## src/rtl/mux_bus_arbiter.sv

```systemverilog
//-----------------------------------------------------------------------------
// mux_bus_arbiter
//
// Two-requester arbiter and sequencer for the shared 2:1 datapath
// multiplexer. One requester is granted at a time. The multiplexer select
// comes from a registered grant. The granted requester's word is captured
// into a registered output stage that uses valid/ready backpressure.
//
// Optional build macro:
//   ARB_ROUND_ROBIN_EN - when both requests are high in IDLE, grant the
//                        requester that did not win last. If the macro is
//                        undefined, requester 0 wins every tie.
//
// Ports:
//   clk, rst_n            clock; asynchronous active-low reset
//   req0/lock0/data0      requester 0 request, burst lock and data (MUX In1)
//   ack0                  requester 0 transfer accepted this cycle (comb.)
//   req1/lock1/data1      requester 1 request, burst lock and data (MUX In2)
//   ack1                  requester 1 transfer accepted this cycle (comb.)
//   sel                   registered MUX select (0 = req 0, 1 = req 1)
//   out_data/out_valid    captured word and its valid flag
//   out_ready             consumer accepts out_data when high with out_valid
//   busy                  arbiter is not IDLE
//
// state | meaning
// ------+---------------------------------------------------------------
// IDLE  | no grant; arbitrate among active requests
// GNT0  | requester 0 owns the MUX; transfers while the output stage is free
// GNT1  | requester 1 owns the MUX; transfers while the output stage is free
//-----------------------------------------------------------------------------
`timescale 1ns/1ps

module mux_bus_arbiter #(
    parameter int WIDTH = 8
) (
    input  logic             clk,
    input  logic             rst_n,
    input  logic             req0,
    input  logic             lock0,
    input  logic [WIDTH-1:0] data0,
    output logic             ack0,
    input  logic             req1,
    input  logic             lock1,
    input  logic [WIDTH-1:0] data1,
    output logic             ack1,
    output logic             sel,
    output logic [WIDTH-1:0] out_data,
    output logic             out_valid,
    input  logic             out_ready,
    output logic             busy
);

    typedef enum logic [1:0] {
        IDLE = 2'd0,
        GNT0 = 2'd1,
        GNT1 = 2'd2
    } state_t;

    state_t           state;
    state_t           state_nxt;
    logic             last_grant;
    logic             free;
    logic             xfer;
    logic             tie_to1;
    logic [WIDTH-1:0] mux_data;

    assign free     = !out_valid || out_ready;
    assign ack0     = (state == GNT0) && req0 && free;
    assign ack1     = (state == GNT1) && req1 && free;
    assign xfer     = ack0 || ack1;
    assign busy     = (state != IDLE);
    assign mux_data = sel ? data1 : data0;

`ifdef ARB_ROUND_ROBIN_EN
    assign tie_to1 = !last_grant;
`else
    // The pointer is still maintained in this build but never steers a tie.
    assign tie_to1 = 1'b0 & last_grant;
`endif

    always_comb begin
        state_nxt = state;
        case (state)
            IDLE: begin
                if (req0 && req1) begin
                    state_nxt = tie_to1 ? GNT1 : GNT0;
                end else if (req0) begin
                    state_nxt = GNT0;
                end else if (req1) begin
                    state_nxt = GNT1;
                end
            end
            // Dropping the request releases the grant even when locked.
            // Backpressure with req high holds the grant.
            GNT0: begin
                if (!req0) begin
                    state_nxt = IDLE;
                end else if (ack0 && !lock0) begin
                    state_nxt = IDLE;
                end
            end
            GNT1: begin
                if (!req1) begin
                    state_nxt = IDLE;
                end else if (ack1 && !lock1) begin
                    state_nxt = IDLE;
                end
            end
            default: state_nxt = IDLE;
        endcase
    end

    always_ff @(posedge clk or negedge rst_n) begin
        if (!rst_n) begin
            state      <= IDLE;
            sel        <= 1'b0;
            last_grant <= 1'b1;
        end else begin
            state <= state_nxt;
            // sel and last_grant change only when a grant is entered from IDLE.
            if (state == IDLE && state_nxt == GNT0) begin
                sel        <= 1'b0;
                last_grant <= 1'b0;
            end else if (state == IDLE && state_nxt == GNT1) begin
                sel        <= 1'b1;
                last_grant <= 1'b1;
            end
        end
    end

    // A transfer on the same edge as a consume keeps valid high with new data.
    always_ff @(posedge clk or negedge rst_n) begin
        if (!rst_n) begin
            out_data  <= '0;
            out_valid <= 1'b0;
        end else if (xfer) begin
            out_data  <= mux_data;
            out_valid <= 1'b1;
        end else if (out_valid && out_ready) begin
            out_valid <= 1'b0;
        end
    end

endmodule

```

## config.mk

```make
export PLATFORM = sky130hd
export DESIGN_NAME = mux_bus_arbiter
export DESIGN_NICKNAME = d
export VERILOG_FILES = /design/src/rtl/mux_bus_arbiter.sv
export SDC_FILE = /design/constraint.sdc
export NUM_CORES = 1
export LEC_CHECK = 0
export CAP_MARGIN = 25
export CELL_PAD_IN_SITES_DETAIL_PLACEMENT = 0
export CELL_PAD_IN_SITES_GLOBAL_PLACEMENT = 1
export CORE_AREA = 4 4 52 54
export DETAILED_ROUTE_END_ITERATION = 6
export DIE_AREA = 0 0 56 58
export PLACE_DENSITY = 0.88
export SYNTH_ARGS = -nofsm -noshare
export SYNTH_HDL_FRONTEND = slang
export SYNTH_SLANG_ARGS = --single-unit
```

## constraint.sdc

```tcl
create_clock -name clk -period 4.1 [get_ports clk]
set_clock_uncertainty 0.15 [all_clocks]
set_input_delay 0.82 -clock clk [delete_from_list [all_inputs] [get_ports clk]]
set_output_delay 0.82 -clock clk [all_outputs]
set_load 0.005 [all_outputs]
```

==> results of run 1 <==
metrics by stage:
stage | std cells | setup WS [ns] | util, % | cell area (um2) | total power, W
global route | 114 | 0.771 | 47.1 | 1040 | 0.000505
floorplan | 49 | 1.92 | - | 636 | 0.000273
CTS | 114 | 0.849 | 47.1 | 1040 | 0.000481
detailed placement | 110 | 0.859 | 45.5 | 1010 | 0.000384
finish | 114 | 0.852 | 47.1 | 1040 | 0.000472
global placement | 110 | 0.916 | 45.5 | 1010 | 0.000381
logic make-up (layout without fill, tap and decap cells):
group           count (synthesis)  after routing
mux                            16             16
flops                          12             12
simple gates                   10             10
compound gates                  7              7
buf+inv                         4             41
area by class of cell:
cell class | instances | share of cell area [%]
timing repair buffer | 35 | 33.6
multi-input combinational | 33 | 30.0
sequential | 12 | 28.8
clock buffer | 4 | 3.48
tap | 28 | 3.36
inverter | 2 | 0.720
state kept, by name, summed over array words and instances, names as in the netlist:
name / count
sel: 1
state: 2
out_valid: 1
out_data: 8
power by group through the flow:
| stage | registers (W) | logic, W | clock network [W] |
|---|---|---|---|
| floorplan | 0.000182 | 0.0000912 | 0 |
| global placement | 0.000186 | 0.000196 | 0 |
| detailed placement | 0.000186 | 0.000198 | 0 |
| CTS | 0.000184 | 0.000200 | 0.0000971 |
| global route | 0.000189 | 0.000209 | 0.000107 |
| finish | 0.000183 | 0.000196 | 0.0000935 |
cell usage after synthesis:
master / count / area share, %
a21o_2: 1 / 1.4
a21oi_1: 2 / 1.6
and3_2: 1 / 1.2
buf_6: 1 / 1.8
clkbuf_1: 1 / 0.59
dfrtp_1: 12 / 47
inv_1: 1 / 0.59
inv_2: 1 / 0.59
mux2_2: 8 / 14
mux2_4: 8 / 19
nand2_1: 5 / 3.0
nand2b_1: 1 / 0.98
nor2_1: 2 / 1.2
nor2b_1: 1 / 0.98
o211a_1: 2 / 3.1
o211ai_1: 1 / 1.2
o21ba_2: 1 / 1.6
routing by layer:
layer / vias to the layer above / global-route usage [%]
met3: 0 / 4.68
li1: 247 / -
met2: 25 / 17.0
met4: 0 / 1.02
met5: - / 0
met1: 235 / 10.9
how the worst min path moves through the flow:
stage                      from     endpoint  slack [ns]  depth (start not counted)
finish              out_data[3]  out_data[3]        0.36                          1
global route        out_data[4]  out_data[4]        0.38                          1
CTS                 out_data[3]  out_data[3]        0.37                          1
detailed placement  out_data[6]  out_data[6]        0.34                          1
global placement    out_data[0]  out_data[0]        0.35                          1
floorplan           out_data[0]  out_data[0]        0.36                          1
worst max-delay path: stages:
cell,delay [ns]
clkdlybuf4s50_1,0.48
nor2b_1,0.26
and3_2,0.23
clkdlybuf4s50_1,0.49
==> impl_metrics.csv, run 1 <==
group,metric,value,unit
synth,syn_area,636,um2
route,drtAntennaViolNets,0,
route,wl_per_cell,13.0,um
power,p_clk_share,19.8,%
global_route,track_usage,9.61,%
route,met3WireLength,144,um
global_route,grt_pass1_vias,542,
route,vias,507,
clocking,cts_tree,"yes",
sta,relSlewSlack,64.9,%
worst_hold_path,hp-class,"reg -> reg",
layout,diodes,0,
power,switching_share,24.7,%
worst_setup_path,crit_path_max_fanout,4,
synth,ys_warn_count,0,
route,drtIter0Drc,1,
worst_setup_path,r2r_end,"out_data[3]",
worst_setup_path,r2r_start,"state[0]",
route,viasPerCell,4.45,
power,ir_worst_vdd,0.325,mV
worst_setup_path,arrival,2.28,ns
clocking,ctsResizeCount,0,
layout,multi_input_area,313,um2
placed_design,port_buffers,35,
clocking,postCtsHoldBufs,0,
synth,synth_xor_xnor_area_share,0,%
global_route,antenna_found_initial,0,
synth,synth_compound_area_share,8.86,%
worst_setup_path,crit_type,"in -> out",
synth,yosys.area_share.adder,0,%
worst_setup_path,worstSetupStartpointType,"input pin",
layout,fillCellCount,220,
synth,syn-mean-instance-area,13.0,um2
sta,fin_crit,3.25,ns
clocking,clk_pin_slew_worst_paths,0.07,ns
power,p_leak,0.455,nW
global_route,gr-total-overflow,0,
clocking,cts_buffers,3,
clocking,clkSinkCount,12,
flow_run,cap_violations,0,
status,status,"finished clean",
clocking,clock_latency,0.27,ns
power,p_sw,0.000117,W
worst_setup_path,crit_path_start,"req1",
power,combinationalPowerShare,41.5,%
power,p_int,0.000356,W
placed_design,hpwl,1150,um
sta,period_share,79.2,%
layout,layout_common_cells,"clkdlybuf4s50_1, dfrtp_1, mux2_2, mux2_4, nand2_1",
sta,rsz0062_at_grt,"no",
worst_setup_path,rr_worst_depth,3,
clocking,clk_path_buf_depth,2,
synth,synth_top_family_by_area,"multiplexers",
synth,synth_cells,49,
synth,synthSimpleGateAreaFrac,7.28,%
power,p_per_area,453,nW/um2
layout,final_common_cell,"clkdlybuf4s50_1",
clocking,root_buffer,"clkbuf_4",
layout,seq_area,300,um2
route,first_pass_iters,2,
clocking,post_cts_buffers,0,
die,initial_core_util,28.7,%
layout,nets,110,
route,m1WireLength,629,um
sta,whs,0.364,ns
placed_design,routabilityCongestion,0.667,
synth,synthMuxAreaShare,33.1,%
sta,worst_slew_pin_slew,0.525,ns
worst_setup_path,crit_end,"ack1",
route,routed_wl,1480,um
layout,area_growth_syn_to_layout,64.0,%
layout,drive_gt1_share,27.9,%
power,power_frac_seq,38.7,%
worst_setup_path,rrSetupSlack,2.34,ns
die,die_w,56,um
global_route,grt_max_degree,13,
die,die_h,58,um
route,met2RoutedLength,709,um
sta,max_freq,308,MHz
worst_setup_path,required,3.13,ns
die,placementRows,17,
route,top_layer_used,"met3",
global_route,grt_pass1_wl,2470,um
clocking,htree_levels,1,
synth,syn-num-nets,72,
sta,setup_violations,0,
sta,hold_viol_final,0,
sta,finalSetupTns,0,ns
die,core-area,2210,um2
worst_setup_path,end_kind,"primary output",
synth,yosysSeqAreaShare,47.2,%
die,die_area,3250,um2
synth,ys_types,17,
sta,slew_violations,0,
die,num_io_pins,36,
synth,synth-seq-cells,12,
route,drc,0,
(Power assumes the default switching activity.)
==> inputs of run 2 (changes only) <==
CORE_AREA = 4 4 54 56   (was 4 4 52 54)
DIE_AREA = 0 0 58 60   (was 0 0 56 58)
PLACE_DENSITY = 0.83   (was 0.88)
clock period = 3.3 ns   (was 4.1 ns; I/O delays follow)
==> impl_metrics.csv, run 2 (same netlist as run 1, synthesis figures left out) <==
group,metric,value,unit
clocking,clock_latency,0.26,ns
sta,finalSetupTns,0,ns
worst_setup_path,end_kind,"primary output",
power,p_leak,0.448,nW
sta,relSlewSlack,63.8,%
global_route,grt_pass1_vias,553,
power,p_int,0.000417,W
layout,nets,110,
clocking,ctsResizeCount,0,
layout,layout_common_cells,"clkdlybuf4s50_1, dfrtp_1, mux2_2, mux2_4, nand2_1",
sta,period_share,87.5,%
sta,hold_viol_final,0,
global_route,track_usage,9.78,%
route,wl_per_cell,13.1,um
route,viasPerCell,4.52,
sta,setup_violations,0,
layout,final_util,42.4,%
route,drtIter0Drc,1,
status,status,"finished clean",
power,p_per_area,539,nW/um2
route,routed_wl,1510,um
layout,largest_reg_flops,8,
sta,max_freq,346,MHz
placed_design,hpwl,1230,um
die,die_area,3480,um2
route,vias,520,
route,drc,0,
clocking,cts_tree,"yes",
layout,regMostFlops,"out_data",
power,ir_worst_vdd,0.240,mV
worst_setup_path,required,2.49,ns
die,initial_core_util,26.1,%
clocking,clk_pin_slew_worst_paths,0.07,ns
power,switching_share,24.8,%
flow_run,cap_violations,0,
die,num_io_pins,36,
worst_setup_path,worstSetupStartpointType,"input pin",
power,combinationalPowerShare,43.7,%
clocking,cts_buffers,3,
clocking,postCtsHoldBufs,0,
die,die_h,60,um
die,core-area,2430,um2
power,p_clk_share,15.2,%
layout,top_regs,"out_data (8), state (2)",
clocking,root_buffer,"clkbuf_4",
global_route,gr-total-overflow,0,
layout,fillCellCount,247,
route,drtAntennaViolNets,0,
sta,worst_slew_pin_slew,0.541,ns
sta,rsz0062_at_grt,"no",
die,die_w,58,um
sta,slew_violations,0,
global_route,grt_pass1_wl,2500,um
layout,diodes,0,
clocking,clk_path_buf_depth,2,
worst_setup_path,crit_path_max_fanout,4,
worst_hold_path,hp-class,"reg -> reg",
worst_setup_path,arrival,2.08,ns
route,first_pass_iters,3,
global_route,grt_max_degree,13,
sta,whs,0.360,ns
power,p_sw,0.000138,W
layout,final_common_cell,"clkdlybuf4s50_1",
placed_design,routabilityCongestion,0.772,
sta,fin_crit,2.89,ns
placed_design,port_buffers,35,
clocking,post_cts_buffers,0,
global_route,antenna_found_initial,0,
clocking,htree_levels,1,
layout,drive_gt1_share,27.1,%
die,placementRows,18,
worst_setup_path,crit_type,"in -> out",
power,power_frac_seq,41.1,%
layout,area_growth_syn_to_layout,62.2,%
clocking,clkSinkCount,12,
[run 2: worst paths after layout]
kind	from	to	slack, ns	depth (start not counted)
setup / recovery	req1	ack1	0.41	4
hold / removal	out_data[0]	out_data[0]	0.36	1
setup reg to reg	state[0]	out_data[3]	1.57	3
hold reg to reg	out_data[0]	out_data[0]	0.36	1
max in group asynchronous	rst_n	state[1]	2.04	1
min in group asynchronous	rst_n	out_data[5]	0.60	1
[run 2: layout make-up]
cell class | count | area, um2 | area share, %
inverters | 2 | 7.51 | 0.728
clock buffers | 3 | 22.5 | 2.18
flip-flops and latches | 12 | 300 | 29.1
repair buffers | 35 | 350 | 34.0
well taps | 30 | 37.5 | 3.64
multi-input cells | 33 | 313 | 30.3
[run 2: power by group through the flow]
stage / clock (W) / combinational [W] / sequential, W
floorplan: 0 / 0.000113 / 0.000226
global placement: 0 / 0.000247 / 0.000228
detailed placement: 0 / 0.000245 / 0.000232
CTS: 0.0000913 / 0.000248 / 0.000229
global route: 0.000101 / 0.000263 / 0.000239
finish: 0.0000842 / 0.000243 / 0.000228
[run 2: stage by stage]
| stage | power, W | cells | worst slack (ns) | cell area (um2) |
|---|---|---|---|---|
| 2_1_floorplan | 0.000339 | 49 | 1.44 | 636 |
| 3_3_place_gp | 0.000475 | 112 | 0.410 | 1010 |
| 3_5_place_dp | 0.000477 | 112 | 0.401 | 1010 |
| 4_1_cts | 0.000568 | 115 | 0.401 | 1030 |
| 5_1_grt | 0.000602 | 115 | 0.319 | 1030 |
| 6_report | 0.000555 | 115 | 0.413 | 1030 |
[run 2: metal layers]
layer | global-route usage, % | wire length, um | vias to the layer above
met4 | 3.97 | 0 | 0
met3 | 5.62 | 242 | 0
li1 | - | - | 247
met1 | 10.7 | 622 | 242
met2 | 15.6 | 644 | 31
met5 | 0 | 0 | -
[run 2: worst max-delay path, stage by stage]
cell and delay (ns):
clkdlybuf4s50_1 0.47, nor2b_1 0.24, and3_2 0.21, clkdlybuf4s50_1 0.49
==> inputs of run 3 (changes only) <==
CORE_AREA = 4 4 44 46   (was 4 4 54 56)
DIE_AREA = 0 0 48 50   (was 0 0 58 60)
DONT_BUFFER_PORTS = 1   (was not set)
PLACE_DENSITY = 0.79   (was 0.83)
==> impl_metrics.csv, run 3 (same netlist as run 1, synthesis figures left out) <==
group,metric,value,unit
global_route,grt_pass1_vias,377,
worst_setup_path,worstSetupStartpointType,"flip-flop",
die,core-area,1510,um2
layout,final_common_cell,"dfrtp_1",
route,routed_wl,1210,um
global_route,grt_pass1_wl,1930,um
worst_hold_path,hold_path_depth,1,
global_route,grt_max_degree,13,
clocking,root_buffer,"clkbuf_4",
sta,worst_slew_pin_slew,0.534,ns
route,first_pass_iters,4,
clocking,cts_buffers,3,
power,p_clk_share,19.8,%
clocking,htree_levels,1,
layout,top_regs,"out_data (8), state (2)",
sta,slew_violations,0,
clocking,clock_latency,0.27,ns
die,die_w,48,um
route,viasPerCell,5.49,
worst_setup_path,rr_worst_depth,3,
layout,nets,76,
worst_setup_path,crit_end,"ack1",
layout,design_area,673,um2
sta,rsz0062_at_grt,"no",
worst_setup_path,crit_chain,"nor2b_1 > and3_2",
clocking,clkSinkCount,12,
clocking,post_cts_buffers,0,
worst_setup_path,crit_family,"simple AND/OR/NAND/NOR gates",
sta,relSlewSlack,64.3,%
status,status,"finished clean",
worst_setup_path,slowest_stage,"dfrtp_1",
clocking,ctsResizeCount,0,
global_route,antenna_found_initial,0,
route,drtIter0Drc,4,
global_route,gr-total-overflow,0,
global_route,grtUsageMet1,15.7,%
clocking,clk_path_buf_depth,2,
route,drc,0,
die,die_area,2400,um2
power,ir_worst_vdd,0.283,mV
placed_design,port_buffers,0,
route,wl_per_cell,18.1,um
worst_setup_path,arrival,1.17,ns
clocking,cts_tree,"yes",
layout,largest_reg_flops,8,
worst_setup_path,path_buf_inv,0,
power,p_per_area,661,nW/um2
route,vias,368,
worst_setup_path,crit_path_max_fanout,5,
placed_design,postPlaceCellArea,641,um2
worst_setup_path,crit_path_start,"state[0]",
flow_run,cap_violations,0,
die,num_io_pins,36,
power,combinationalPowerShare,26.0,%
sta,hold_viol_final,0,
route,drtAntennaViolNets,0,
worst_setup_path,crit_cells,2,
sta,period_share,60.0,%
layout,drive_gt1_share,45.1,%
layout,layout_common_cells,"dfrtp_1, mux2_2, mux2_4",
global_route,use_met2,15.4,%
worst_setup_path,slowest_delay,0.42,ns
die,initial_core_util,42.2,%
power,p_leak,0.316,nW
worst_setup_path,end_kind,"primary output",
power,p_int,0.000319,W
power,p_sw,0.000127,W
power,switching_share,28.4,%
layout,diodes,0,
sta,fin_crit,1.98,ns
global_route,met3_usage,8.36,%
sta,setup_violations,0,
worst_hold_path,hp-class,"in -> reg",
worst_setup_path,r2r_end,"out_data[6]",
die,placementRows,14,
worst_setup_path,required,2.49,ns
worst_setup_path,r2r_start,"state[0]",
clocking,clk_pin_slew_worst_paths,0.08,ns
power,power_frac_seq,54.2,%
sta,finalSetupTns,0,ns
layout,regMostFlops,"out_data",
worst_setup_path,crit_type,"reg -> out",
worst_setup_path,rrSetupSlack,1.57,ns
placed_design,routabilityCongestion,0.724,
global_route,globalRoute.busiestLayer,"met1",
placed_design,hpwl,916,um
global_route,track_usage,11.8,%
layout,area_growth_syn_to_layout,5.91,%
die,die_h,50,um
sta,max_freq,505,MHz
==> run 3: changes by cell type in the layout (fill, tap and decap cells not counted) <==
cell / delta
clkdlybuf4s50_1: -35
dlygate4sd3_1: +1
==> run 3: how the worst min path moves through the flow <==
stage / from / endpoint / slack, ns
finish: req0 / sel / 0.31
global route: req0 / sel / 0.30
CTS: req0 / sel / 0.31
detailed placement: rst_n / out_data[7] / 0.21
global placement: rst_n / out_data[7] / 0.21
floorplan: rst_n / out_data[0] / 0.21
==> run 3: power groups by stage <==
stage	logic, W	registers (W)	clock network (W)
final	0.000116	0.000241	0.0000881
after global routing	0.000128	0.000251	0.000103
after CTS	0.000117	0.000244	0.0000926
after detailed placement	0.000113	0.000246	0
after global placement	0.000109	0.000246	0
after floorplan	0.000113	0.000226	0
==> run 3: layer usage <==
layer	routed length, um	vias up
met3	113	0
met1	495	174
met5	0	-
met4	0	0
met2	605	18
li1	-	176
==> run 3: worst register-to-register path: cells and delay by family, from the launching register on <==
family           cells  cell delay, ns
flip-flops           1            0.42
AO/OA/AOI/OAI        1            0.45
multiplexers         1            0.34
AND/OR/NAND/NOR      1            0.25
==> run 3: area by class of cell <==
class,count,area [um2]
Timing Repair Buffer,1,10.0
Tap cell,16,20.0
Sequential cell,12,300
Fill cell,141,833
Inverter,2,7.51
Multi-Input combinational cell,33,313
Clock buffer,3,22.5
==> run 3: repair_timing <==
item	in CTS	in global routing
endpoints found under the hold margin	12	0
hold buffers	1	0
endpoints found under the setup margin	0	0
==> run 3: metrics by stage <==
step                      setup slack (ns)  total power [W]  util (%)  std cells  hold WS [ns]
after CTS                             1.31         0.000454      44.7         67         0.308
after global placement                1.35         0.000356      42.5         63         0.215
after floorplan                       1.44         0.000339         -         49         0.214
final                                 1.32         0.000445      44.7         67         0.314
after detailed placement              1.32         0.000359      42.5         63         0.215
after global routing                  1.27         0.000482      44.7         67         0.302
